### config.mk
export PLATFORM = sky130hd
export DESIGN_NAME = fnd_scan_4digit
export DESIGN_NICKNAME = d
export VERILOG_FILES = /design/src/rtl/fnd_scan_4digit_pkg.sv /design/src/rtl/fnd_scan_4digit_seg.sv /design/src/rtl/fnd_scan_4digit.sv
export SDC_FILE = /design/constraint.sdc
export NUM_CORES = 1
export LEC_CHECK = 0
export ABC_CLOCK_PERIOD_IN_PS = 2600
export CORE_ASPECT_RATIO = 0.5
export CORE_MARGIN = 3
export CORE_UTILIZATION = 60
export CTS_BUF_LIST = sky130_fd_sc_hd__clkbuf_16
export DETAILED_ROUTE_END_ITERATION = 8
export DONT_BUFFER_PORTS = 1
export PLACE_DENSITY = 0.75
export RECOVER_POWER = 50
export SYNTH_ARGS = -nofsm -noshare
export SYNTH_HDL_FRONTEND = slang
export SYNTH_SLANG_ARGS = --single-unit
### constraint.sdc
create_clock -name clk -period 2.6 [get_ports clk]
set_input_delay 0.26 -clock clk [delete_from_list [all_inputs] [get_ports clk]]
set_output_delay 0.26 -clock clk [all_outputs]
set_load 0.01 [all_outputs]
### src/rtl/fnd_scan_4digit_pkg.sv
// Shared definitions for the 4-digit FND scanner and the segment decoder.
// Holds the active-low segment glyphs ({dp,g,f,e,d,c,b,a}), the all-off
// patterns and the digit index type.
package fnd_scan_4digit_pkg;

    // Active-low glyphs, dp bit (bit 7) inactive.
    localparam logic [7:0] SEG_0    = 8'hC0;
    localparam logic [7:0] SEG_1    = 8'hF9;
    localparam logic [7:0] SEG_2    = 8'hA4;
    localparam logic [7:0] SEG_3    = 8'hB0;
    localparam logic [7:0] SEG_4    = 8'h99;
    localparam logic [7:0] SEG_5    = 8'h92;
    localparam logic [7:0] SEG_6    = 8'h82;
    localparam logic [7:0] SEG_7    = 8'hF8;
    localparam logic [7:0] SEG_8    = 8'h80;
    localparam logic [7:0] SEG_9    = 8'h90;
    localparam logic [7:0] SEG_DASH = 8'hBF;   // shown for non-BCD nibbles
    localparam logic [7:0] SEG_OFF  = 8'hFF;
    localparam logic [3:0] COM_OFF  = 4'hF;

    typedef logic [1:0] digit_idx_t;

endpackage

### src/rtl/fnd_scan_4digit_seg.sv
// bcd_to_seg7: purely combinational BCD nibble to active-low 7-segment decoder.
// Ports: nibble [3:0] in, blank in (force segments a..g off), dp in (1 = light dp),
//        seg [7:0] out {dp,g,f,e,d,c,b,a}, active-low. Nibbles 10..15 show a dash.
module bcd_to_seg7
    import fnd_scan_4digit_pkg::*;
(
    input  logic [3:0] nibble,
    input  logic       blank,
    input  logic       dp,
    output logic [7:0] seg
);

    logic [6:0] w_glyph;

    always_comb begin
        w_glyph = SEG_DASH[6:0];
        case (nibble)
            4'd0:    w_glyph = SEG_0[6:0];
            4'd1:    w_glyph = SEG_1[6:0];
            4'd2:    w_glyph = SEG_2[6:0];
            4'd3:    w_glyph = SEG_3[6:0];
            4'd4:    w_glyph = SEG_4[6:0];
            4'd5:    w_glyph = SEG_5[6:0];
            4'd6:    w_glyph = SEG_6[6:0];
            4'd7:    w_glyph = SEG_7[6:0];
            4'd8:    w_glyph = SEG_8[6:0];
            4'd9:    w_glyph = SEG_9[6:0];
            default: w_glyph = SEG_DASH[6:0];
        endcase
    end

    // dp is independent of blanking so a blanked digit can still show its point.
    assign seg = {~dp, (blank ? 7'h7F : w_glyph)};

endmodule

### src/rtl/fnd_scan_4digit.sv
// fnd_scan_4digit: time-multiplexed driver for a 4-digit common-anode FND.
// Ports: clk, reset_p (async active-high), bcd[15:0] packed BCD (thousands..units),
//        dp_en[3:0] per-digit dp, blank_lz leading-zero blanking (live),
//        com[3:0] active-low commons (com[0] = units), seg_7[7:0] active-low {dp,g..a}.
// Outputs are registered (1 cycle after the scan state); bcd/dp_en are captured
// once per frame so a frame never mixes two input words.
module fnd_scan_4digit
    import fnd_scan_4digit_pkg::*;
#(
    parameter int SCAN_DIV = 100_000,   // clk cycles per digit slot, >= 2
    parameter int GUARD    = 8          // all-off cycles at slot start, < SCAN_DIV
)(
    input  logic        clk,
    input  logic        reset_p,
    input  logic [15:0] bcd,
    input  logic [3:0]  dp_en,
    input  logic        blank_lz,
    output logic [3:0]  com,
    output logic [7:0]  seg_7
);

    localparam int               CNT_W   = (SCAN_DIV > 2) ? $clog2(SCAN_DIV) : 1;
    localparam logic [CNT_W-1:0] CNT_MAX = CNT_W'(SCAN_DIV - 1);

    logic [CNT_W-1:0] r_cnt;
    digit_idx_t       r_idx;
    logic [15:0]      r_snap_bcd;
    logic [3:0]       r_snap_dp;
    logic [3:0]       r_com;
    logic [7:0]       r_seg;

    logic             w_tick;
    logic             w_guard;
    logic [3:0]       w_nib;
    logic [3:1]       w_zero;
    logic [3:0]       w_lz;
    logic             w_blank;
    logic [7:0]       w_seg;

    assign w_tick  = (r_cnt == CNT_MAX);
    assign w_guard = (int'(r_cnt) < GUARD);
    assign w_nib   = r_snap_bcd[{r_idx, 2'b00} +: 4];

    // A digit is a leading zero when it and every more significant nibble are 0.
    // Non-BCD nibbles compare as non-zero, so they stop the blanking run.
    always_comb begin
        for (int i = 1; i < 4; i++) begin
            w_zero[i] = (r_snap_bcd[4*i +: 4] == 4'd0);
        end
        w_lz[3] = w_zero[3];
        w_lz[2] = w_zero[3] & w_zero[2];
        w_lz[1] = w_zero[3] & w_zero[2] & w_zero[1];
        w_lz[0] = 1'b0;                     // units digit always shown
    end

    assign w_blank = blank_lz & w_lz[r_idx];

    bcd_to_seg7 u_dec (
        .nibble (w_nib),
        .blank  (w_blank),
        .dp     (r_snap_dp[r_idx]),
        .seg    (w_seg)
    );

    always_ff @(posedge clk or posedge reset_p) begin
        if (reset_p) begin
            r_cnt      <= '0;
            r_idx      <= '0;
            r_snap_bcd <= '0;
            r_snap_dp  <= '0;
            r_com      <= COM_OFF;
            r_seg      <= SEG_OFF;
        end else begin
            if (w_tick) begin
                r_cnt <= '0;
                r_idx <= r_idx + 2'd1;
                // Capture at the end of the last slot so the new frame starts clean.
                if (r_idx == 2'd3) begin
                    r_snap_bcd <= bcd;
                    r_snap_dp  <= dp_en;
                end
            end else begin
                r_cnt <= r_cnt + 1'b1;
            end

            if (w_guard) begin
                r_com <= COM_OFF;
                r_seg <= SEG_OFF;
            end else begin
                r_com <= ~(4'b0001 << r_idx);
                r_seg <= w_seg;
            end
        end
    end

    assign com   = r_com;
    assign seg_7 = r_seg;

endmodule
==> impl_summary.log <==
INFO  metric outcome = complete, but fails checks
INFO  metric violated_checks = max-capacitance violations, max-slew violations
INFO  metric placement.io_buffers = 0
INFO  metric setup_viol_count_final = 0
INFO  metric grt_max_degree = 52
INFO  metric postLayoutCoreUtil = 73.2%
INFO  metric synth-async-reset-ratio = 100%
INFO  metric cts.clk_slew.worst_paths = roughly 70 ps
INFO  metric hpwl = 3.01 mm
INFO  metric vias_in_the_first_global_route = 1555
INFO  metric floorplan.die.width = approximately 97 um
INFO  metric die-area = around 5000 um^2
INFO  metric ant_nets = 0
INFO  metric worst_skew_pair.late_latency = ~290 ps
INFO  metric grt_pass1_wl = 7.45 mm
INFO  metric start_util = 67.2%
INFO  metric worstHoldPathType = primary input to flip-flop
INFO  metric worstMarginPinSlew = 1820 ps
INFO  metric detail_route.drc_violations = 0
INFO  metric endpoint_kind = flip-flop
INFO  metric path_max_fanout = 20
INFO  metric maxSlewViolCount = between 50 and 60
INFO  metric first_drt_iteration_drcs = 88
INFO  metric cp_data_arrival_time = ~2300 ps
INFO  metric relSlewSlack = -21.7%
INFO  metric ctsLongestPathBuffers = 2
INFO  metric num_vias = 1493
INFO  metric layout.area.seq = 1290 um^2
INFO  metric fillers = 239
INFO  metric maxClockFrequency = 467 MHz
INFO  metric htree_num_levels = 2
INFO  metric cts_resized = 0
INFO  metric synth_area_per_cell = 12.5 um^2
INFO  metric via_per_inst = between 5 and 6
INFO  metric final_layout_size_suffix_gt1_share = about 24%
INFO  metric synth.area.top_cells = sky130_fd_sc_hd__dfrtp_1, sky130_fd_sc_hd__dfstp_2, sky130_fd_sc_hd__mux2_4
INFO  metric data_required_time_at_the_worst_endpoint = roughly 2800 ps
INFO  metric die_h = 51.5 um
INFO  metric avgRoutedWirePerCell = about 17 um
INFO  metric hold_viol = 0
INFO  metric rsz0062_at_grt = false
INFO  metric power_per_cell_area = 611 nW/um^2
INFO  metric layout_setup_ws = between 400 and 500 ps
INFO  metric netlist.top_cell.by_area = sky130_fd_sc_hd__dfrtp_1
INFO  metric grt_overflow_total = 0
INFO  metric fin_worst_skew = 6.94 ps
INFO  metric netlist.area_leader.share = 39.3%
INFO  metric p_leak = ~1.2 nW
INFO  metric core_area = roughly 3700 um^2
INFO  metric syn-num-nets = 232
INFO  metric route.final.wire_length = ~4.3 mm
INFO  metric clockRootBuffer = sky130_fd_sc_hd__clkbuf_16
INFO  metric antenna_cells = 0
INFO  metric top_level_ports = 35
INFO  metric final_nets = 237
INFO  metric seq_area_frac_synth = 52.0%
INFO  metric flow.area_growth_from_synthesis = 8.91%
INFO  metric multi_input_comb_area = approximately 1100 um^2
INFO  metric crit_path_start_kind = flip-flop
INFO  metric yosys_most_used_dff = sky130_fd_sc_hd__dfrtp_1
INFO  metric post_synth_cell_types = 33
INFO  metric maxCapViolations = 1
INFO  metric post_cts.repair.setup_buffers = 0
INFO  metric syn-cell-area = 2480 um^2
INFO  metric layout_worst_path_cycle_share = 82.4%
INFO  metric cts-hold-fix-buffers = 0
INFO  metric fin_setup_tns = 0 ps
INFO  metric drt_pre_antenna_iters = 4
INFO  metric ir_worst_vdd = 0.369 mV
INFO  metric synth.ff_latch_count = 51
INFO  metric rows = 15
INFO  metric tritoncts_buffers = 5
INFO  metric gp_routability_congestion = between 0.8 and 0.9
INFO  metric pre_cts_slack = between 400 and 500 ps
INFO  metric timing_worst_setup_path_type = flip-flop to flip-flop
INFO  metric clock-sinks = 51
INFO  metric yosysWarningCount = 0
INFO  metric min_period = about 2100 ps
INFO  metric synth_edf_count = 0
INFO  metric grt_util_all_layers = 19.3%
INFO  metric syn_inst_count = 199
INFO  metric grt_antenna_before_repair = 0
INFO  metric cts_tree = built
[cells in the mapped netlist (2+ instances only)]
library cell	instances
sky130_fd_sc_hd__mux2_2	2
sky130_fd_sc_hd__o211ai_1	2
sky130_fd_sc_hd__ha_1	10
sky130_fd_sc_hd__mux4_2	5
sky130_fd_sc_hd__xor2_1	3
sky130_fd_sc_hd__o22ai_1	2
sky130_fd_sc_hd__o21ai_0	3
sky130_fd_sc_hd__clkbuf_1	3
sky130_fd_sc_hd__dfstp_2	12
sky130_fd_sc_hd__mux2_4	20
sky130_fd_sc_hd__nand2_1	13
sky130_fd_sc_hd__nor4_1	5
sky130_fd_sc_hd__buf_6	2
sky130_fd_sc_hd__nor3_1	6
sky130_fd_sc_hd__inv_1	12
sky130_fd_sc_hd__nand3_1	13
sky130_fd_sc_hd__a21oi_1	2
sky130_fd_sc_hd__nor2_1	14
sky130_fd_sc_hd__nand4_1	7
sky130_fd_sc_hd__dfrtp_1	39
sky130_fd_sc_hd__xnor2_1	12
[layout by cell type (no fill, tap or decap), types with 5 or more instances in the layout]
| cell | n |
|---|---|
| sky130_fd_sc_hd__ha_1 | 10 |
| sky130_fd_sc_hd__dfstp_2 | 8 |
| sky130_fd_sc_hd__nand2_1 | 13 |
| sky130_fd_sc_hd__xnor2_1 | 12 |
| sky130_fd_sc_hd__dfrtp_1 | 39 |
| sky130_fd_sc_hd__clkbuf_16 | 5 |
| sky130_fd_sc_hd__inv_1 | 13 |
| sky130_fd_sc_hd__mux4_2 | 5 |
| sky130_fd_sc_hd__mux2_4 | 20 |
| sky130_fd_sc_hd__nor2_1 | 14 |
| sky130_fd_sc_hd__nor4_1 | 5 |
| sky130_fd_sc_hd__nand3_1 | 13 |
| sky130_fd_sc_hd__nor3_1 | 6 |
| sky130_fd_sc_hd__nand4_1 | 7 |
[where the power goes]
part | leakage (nW) | switching [mW] | total [mW] | internal (mW)
logic | 0.511 | 0.0366 | 0.0744 | 0.0378
clock network | 0.0812 | 0.281 | 0.732 | 0.451
registers | 0.607 | 0.0214 | 0.847 | 0.826
total | 1.20 | 0.339 | 1.65 | 1.31
[critical path, stage by stage, from the launching register on]
cell and delay [ps]:
sky130_fd_sc_hd__dfrtp_1 440, sky130_fd_sc_hd__nor3_1 320, sky130_fd_sc_hd__nand2_1 160, sky130_fd_sc_hd__or4_4 740
sky130_fd_sc_hd__mux2_4 370
[flip-flops by register name, indices dropped and copies added (netlist names)]
name and cells:
r_snap_dp 4, r_cnt 17, seg_7 8, r_snap_bcd 16
r_idx 2, com 4
[through the flow]
step	instance area, um^2	cells	hold WS [ps]	power, mW
floorplan	2480	199	409	0.921
global placement	2540	248	409	0.934
detailed placement	2540	248	411	0.938
CTS	2710	256	108	1.67
global route	2710	256	99.3	1.72
finish	2710	256	114	1.65
[worst paths after layout]
check | start | endpoint | slack [ps] | cells past startpoint
min in group asynchronous | reset_p | r_cnt[14] | 440 | 1
max | r_cnt[5] | r_snap_bcd[13] | 460 | 4
max in group asynchronous | reset_p | r_cnt[12] | 1070 | 1
min reg2reg | r_cnt[0] | r_cnt[0] | 480 | 1
min | bcd[10] | r_snap_bcd[10] | 110 | 1
max reg2reg | r_cnt[5] | r_snap_bcd[13] | 460 | 4
[cell type report]
type | count | area share [%]
repair buffers | 4 | 1.11
clock inverters | 3 | 1.53
multi-input cells | 130 | 41.0
clock buffers | 5 | 4.62
inverters | 12 | 1.66
well taps | 51 | 2.36
flip-flops and latches | 51 | 47.7
[cells by family (layout without fill, tap and decap cells)]
group                      after synthesis  count (layout)  synth area share [%]
adders and majority gates               10              10                  5.04
xor gates and xnor gates                15              15                  5.29
DFF                                     51              51                  52.0
muxes                                   28              28                  17.9
buffers and inverters                   18              24                  3.37
and+or+nand+nor                         65              65                  13.3
AOI/OAI and AO/OA                       12              12                  3.12
[layer usage]
layer	part of all wire (%)	GRT usage, %	routed length, um	vias to the layer above
met5	0	0	0	-
met4	1.6	6.29	70	0
met3	3.6	5.76	155	10
met2	52	34.7	2250	23
met1	43	22.9	1840	760
li1	-	-	-	700
Power figures use the tool's default switching activity.
